`src/rtl/kmap_scan_pkg.sv`:
```
// Shared types and constants for the truth-table scanner and its settle timer.
package kmap_scan_pkg;

   typedef enum logic [1:0] {
      IDLE   = 2'd0,
      SETTLE = 2'd1,
      SAMPLE = 2'd2,
      DONE   = 2'd3
   } scan_state_e;

   localparam int SETTLE_CNT_W = 4;

   function automatic int table_w(input int n_in);
      return 1 << n_in;
   endfunction

endpackage

```
`src/rtl/kmap_settle_timer.sv`:
```
// Loadable down-counter; zero flags the last cycle a probe vector must be held.
module kmap_settle_timer
   import kmap_scan_pkg::*;
#(
   parameter int SETTLE_CYCLES = 1
) (
   input  logic clk,
   input  logic areset,
   input  logic load,
   input  logic en,
   output logic zero
);

   logic [SETTLE_CNT_W-1:0] count_q;
   logic [SETTLE_CNT_W-1:0] count_d;

   // Loading SETTLE_CYCLES-1 makes zero true on the last of SETTLE_CYCLES hold cycles.
   always_comb begin
      count_d = count_q;
      if (load) begin
         count_d = SETTLE_CNT_W'(SETTLE_CYCLES - 1);
      end else if (en && (count_q != '0)) begin
         count_d = count_q - 1'b1;
      end
   end

   always_ff @(posedge clk or posedge areset) begin
      if (areset) begin
         count_q <= '0;
      end else begin
         count_q <= count_d;
      end
   end

   assign zero = (count_q == '0);

endmodule

```
`src/rtl/kmap_truth_table_scanner.sv`:
```
// Sweeps all input vectors of an external function, builds its truth table,
// counts minterms and compares the table against an expected table.
module kmap_truth_table_scanner
   import kmap_scan_pkg::*;
#(
   parameter  int N_IN          = 4,
   parameter  int SETTLE_CYCLES = 1,
   localparam int TABLE_W       = table_w(N_IN)
) (
   input  logic               clk,
   input  logic               areset,
   input  logic               start,
   input  logic               abort,
   input  logic               ack,
   input  logic [TABLE_W-1:0] exp_table,
   input  logic               func_in,
   output logic [N_IN-1:0]    probe,
   output logic               busy,
   output logic               done,
   output logic [TABLE_W-1:0] truth_table,
   output logic [N_IN:0]      ones_count,
   output logic [TABLE_W-1:0] mismatch_mask,
   output logic               match
);

   localparam logic [N_IN-1:0] PROBE_LAST = '1;

   scan_state_e        state_q, state_d;
   logic [N_IN-1:0]    probe_q, probe_d;
   logic [TABLE_W-1:0] table_q, table_d;
   logic [N_IN:0]      ones_q, ones_d;
   logic [TABLE_W-1:0] exp_q, exp_d;
   logic [TABLE_W-1:0] mask_q, mask_d;
   logic               match_q, match_d;
   logic               busy_q, busy_d;
   logic               done_q, done_d;
   logic               timer_load;
   logic               timer_en;
   logic               timer_zero;

   kmap_settle_timer #(
      .SETTLE_CYCLES(SETTLE_CYCLES)
   ) u_settle_timer (
      .clk   (clk),
      .areset(areset),
      .load  (timer_load),
      .en    (timer_en),
      .zero  (timer_zero)
   );

   always_comb begin
      state_d    = state_q;
      probe_d    = probe_q;
      table_d    = table_q;
      ones_d     = ones_q;
      exp_d      = exp_q;
      mask_d     = mask_q;
      match_d    = match_q;
      timer_load = 1'b0;
      timer_en   = 1'b0;
      case (state_q)
         IDLE: begin
            if (start && !abort) begin
               table_d    = '0;
               ones_d     = '0;
               probe_d    = '0;
               exp_d      = exp_table;
               timer_load = 1'b1;
               state_d    = SETTLE;
            end
         end
         SETTLE: begin
            if (abort) begin
               state_d = IDLE;
            end else if (timer_zero) begin
               state_d = SAMPLE;
            end else begin
               timer_en = 1'b1;
            end
         end
         SAMPLE: begin
            // An abort here drops the sample in progress.
            if (abort) begin
               state_d = IDLE;
            end else begin
               table_d[probe_q] = func_in;
               ones_d           = ones_q + (N_IN+1)'(func_in);
               if (probe_q == PROBE_LAST) begin
                  mask_d  = table_d ^ exp_q;
                  match_d = ((table_d ^ exp_q) == '0);
                  state_d = DONE;
               end else begin
                  probe_d    = probe_q + 1'b1;
                  timer_load = 1'b1;
                  state_d    = SETTLE;
               end
            end
         end
         DONE: begin
            if (ack || abort) begin
               mask_d  = '0;
               match_d = 1'b0;
               state_d = IDLE;
            end
         end
         default: state_d = IDLE;
      endcase
      busy_d = (state_d == SETTLE) || (state_d == SAMPLE);
      done_d = (state_d == DONE);
   end

   always_ff @(posedge clk or posedge areset) begin
      if (areset) begin
         state_q <= IDLE;
         probe_q <= '0;
         table_q <= '0;
         ones_q  <= '0;
         exp_q   <= '0;
         mask_q  <= '0;
         match_q <= 1'b0;
         busy_q  <= 1'b0;
         done_q  <= 1'b0;
      end else begin
         state_q <= state_d;
         probe_q <= probe_d;
         table_q <= table_d;
         ones_q  <= ones_d;
         exp_q   <= exp_d;
         mask_q  <= mask_d;
         match_q <= match_d;
         busy_q  <= busy_d;
         done_q  <= done_d;
      end
   end

   assign probe         = probe_q;
   assign busy          = busy_q;
   assign done          = done_q;
   assign truth_table   = table_q;
   assign ones_count    = ones_q;
   assign mismatch_mask = mask_q;
   assign match         = match_q;

endmodule

```
`config.mk`:
```
export PLATFORM = sky130hd
export DESIGN_NAME = kmap_truth_table_scanner
export DESIGN_NICKNAME = d
export VERILOG_FILES = /design/src/rtl/kmap_scan_pkg.sv /design/src/rtl/kmap_settle_timer.sv /design/src/rtl/kmap_truth_table_scanner.sv
export SDC_FILE = /design/constraint.sdc
export NUM_CORES = 1
export LEC_CHECK = 0
export ABC_AREA = 1
export CAP_MARGIN = 10
export CORE_MARGIN = 1
export CORE_UTILIZATION = 62
export DETAILED_ROUTE_END_ITERATION = 8
export DONT_BUFFER_PORTS = 1
export PLACE_DENSITY = 0.78
export SYNTH_ARGS = -nofsm -noshare
export SYNTH_HDL_FRONTEND = slang
export SYNTH_SLANG_ARGS = --single-unit
```
`constraint.sdc`:
```
create_clock -name clk -period 2.3 [get_ports clk]
set_input_delay 0.46 -clock clk [delete_from_list [all_inputs] [get_ports clk]]
set_output_delay 0.46 -clock clk [all_outputs]
set_load 0.05 [all_outputs]
```
==> results.md <==
- Worst Path Arrival: around 2300 ps
- P_leak: 0.00186 µW
- Syn Nets: between 400 and 500
- Tmin final: 1990 ps
- DR DRC count: 0
- H-tree Lvls: 3
- TNS Setup: 0 ps
- Cells along the critical path: ha_1 -> nand2_4 -> nor2_2 -> nand3_1 -> nor2_1 -> nand2_1 -> nor2_1 -> nand3_1 -> nand2_1
- Post-cts hold buffer count: 0
- Pre-antenna DRT Iters: 4
- Core area: 5510 µm²
- Worst-Margin Slew: 534 ps
- First-pass GRT wire length: 13.9 mm
- Routed WL: approximately 8 mm
- # nets final: approximately 470
- Commonest non-fill, non-tap cells in the layout: nand2_1, nand3_1, dfrtp_1
- Final setup vio count: 0
- Slowest cell on crit path: dfrtp_1
- CP peak stage delay: between 400 and 500 ps
- Worst Path Max Fanout: 11
- Area of the mapped netlist: 3520 µm²
- Layout area overhead: 7.74%
- Most used DFF post-synth: dfrtp_1
- Post-CTS sizing: 0
- Worst setup EP type: flop
- DR iter-0 viols: approximately 190
- Routed WL per cell: 16.0 µm
- Largest net degree at the start of global routing: 45
- Synth cell types: 38
- CTS sink cnt: 66
- Headroom to the max-slew limit: about 64%
- Fin area: ~3800 µm²
- Synth Register Bits: 66
- GR Util All Layers: between 30% and 40%
- Vert. Die Dim: roughly 77 µm
- Synth Warn #: 0
- Power Density: slightly above 900 nW/µm²
- Crit Path Category: flop to flop
- Post-synthesis instance total: 425
- VDD IR max: 577 µV
- Vias in the first global route: a little under 3,000
- Crit path buffers/inverters: 0
- Worst reg-to-reg setup slack: approximately 310 ps
- CTS tree: built
- Commonest non-fill, non-tap cell in the layout: nand2_1
- Hold Path Class: input port to asynchronous set/reset pin
- Via count: roughly 3,000
- MaxCap Viol Count: 0
- Register area share after synthesis: a little under half
- HPWL after DPL: around 6.1 mm
- Die ar.: approximately 6000 µm²
- CP Launch Type: flop
- Grt ovf: 0
- Fin crit share: between 80% and 90%
- Row Count: 27
- F_max: approximately 500 MHz
- Clk slew on worst S/H paths: approximately 80 ps
- Avg Cell Area, Syn: 8.29 µm²
- Hold WS: about 14 ps
- Synth async-reset ratio: 100%
- Req. time, crit path: about 2600 ps
- CTS buffer count: 9
- Ports: 66
- Cell at the root of the clock tree: clkbuf_8
- Ratio of cells with drive above 1 in the final layout: between 10% and 20%
- Unrepaired setup endpoints after global routing: false
- Max Buffers Root-to-Sink: 2
- Vias per cell: 5.77
- PortBufs: 0
- Setup Buffers After CTS: 0
- GPL Wtd Cong: around 0.98
- Placed cell areas: between 3000 and 4000 µm²
- Final Hold Fails: 0
- Clk_lat worst skew: between 300 and 400 ps
- Die width: around 77 µm
- EDFF count, synth: 0
- Starting Density: 64.0%
- Routed Antenna Nets: 0
- Initial antenna violation count: 0
- Clock skew: about 12 ps
- Pins Over Slew Limit: 0
- # diodes: 0
- Delay-heaviest family, CP: simple AND/OR/NAND/NOR gates
- Status: finished clean
[metrics by stage]
step / setup slack, ps / instances / total power [µW] / utilization (%)
2_1_floorplan: 185 / 425 / 2320 / -
3_3_place_gp: 387 / 496 / 2540 / 65.8
3_5_place_dp: 313 / 496 / 2580 / 65.8
4_1_cts: 305 / 512 / 3430 / 68.9
5_1_grt: 33.9 / 512 / 3650 / 68.9
6_report: 308 / 512 / 3430 / 68.9
[Yosys cell counts (2+ instances only)]
cell type  count  area share (%)
inv_2          4            0.43
nor3_1         4            0.57
o21ai_1        3            0.43
nor2_1        14             1.5
ha_1          12             4.3
o22ai_1        8             1.4
a22o_1         7             1.7
inv_1         45             4.8
nor2_4         2            0.64
nand4_1       10             1.8
buf_2          3            0.43
nor3b_1        3            0.64
nand3_1       66             9.4
nand3b_1       2            0.43
nand2_1      107              11
o21ai_0       38             5.4
dfrtp_1       66              47
buf_6          4             1.3
inv_4          2            0.36
clkbuf_1       3            0.32
buf_4          4            0.85
a21oi_1        2            0.28
[final timing paths]
kind,start,end,cells past startpoint
min,areset,truth_table[10],1
max reg2reg,probe[0],match,9
max in group asynchronous,areset,exp_q[13],2
max,probe[0],match,9
min in group clk,exp_table[8],exp_q[8],2
min reg2reg,u_settle_timer.count_q[0],u_settle_timer.count_q[0],1
[per-layer routing]
| metal | global-route usage, % | part of all wire [%] | wire [µm] | up-vias |
|---|---|---|---|---|
| li1 | - | - | - | 1433 |
| met4 | 15.5 | 2.6 | 216 | 0 |
| met5 | 0 | 0 | 0 | - |
| met1 | 37.6 | 43 | 3550 | 1408 |
| met3 | 8.12 | 6.3 | 517 | 17 |
| met2 | 49.0 | 48 | 3930 | 96 |
[final cells by class]
cell class / instances / area, µm²
well taps: 72 / 90.1
inverters: 53 / 210
fillers: 447 / 1710
flip-flops and latches: 66 / 1650
multi-input cells: 291 / 1560
clock buffers: 9 / 124
repair buffers: 14 / 118
clock inverters: 7 / 46.3
[cell families after synthesis]
| logic type | Yosys count | synth area share (%) |
|---|---|---|
| DFF | 66 | 46.9 |
| xor gates and xnor gates | 1 | 0.249 |
| buffers and inverters | 68 | 8.95 |
| AOI/OAI and AO/OA | 62 | 10.4 |
| adders and majority gates | 12 | 4.26 |
| and+or+nand+nor | 216 | 29.2 |
[where the power goes]
part | switching [µW] | internal (µW)
registers | 239 | 1360
logic | 674 | 305
clock network | 466 | 388
[state kept, by name (all words and copies together), names as in the netlist]
name                    count
busy                        1
u_settle_timer.count_q      4
state_q                     2
done                        1
match                       1
probe                       4
exp_q                      16
truth_table                16
mismatch_mask              16
ones_count                  5
(Power assumes the default switching activity.)
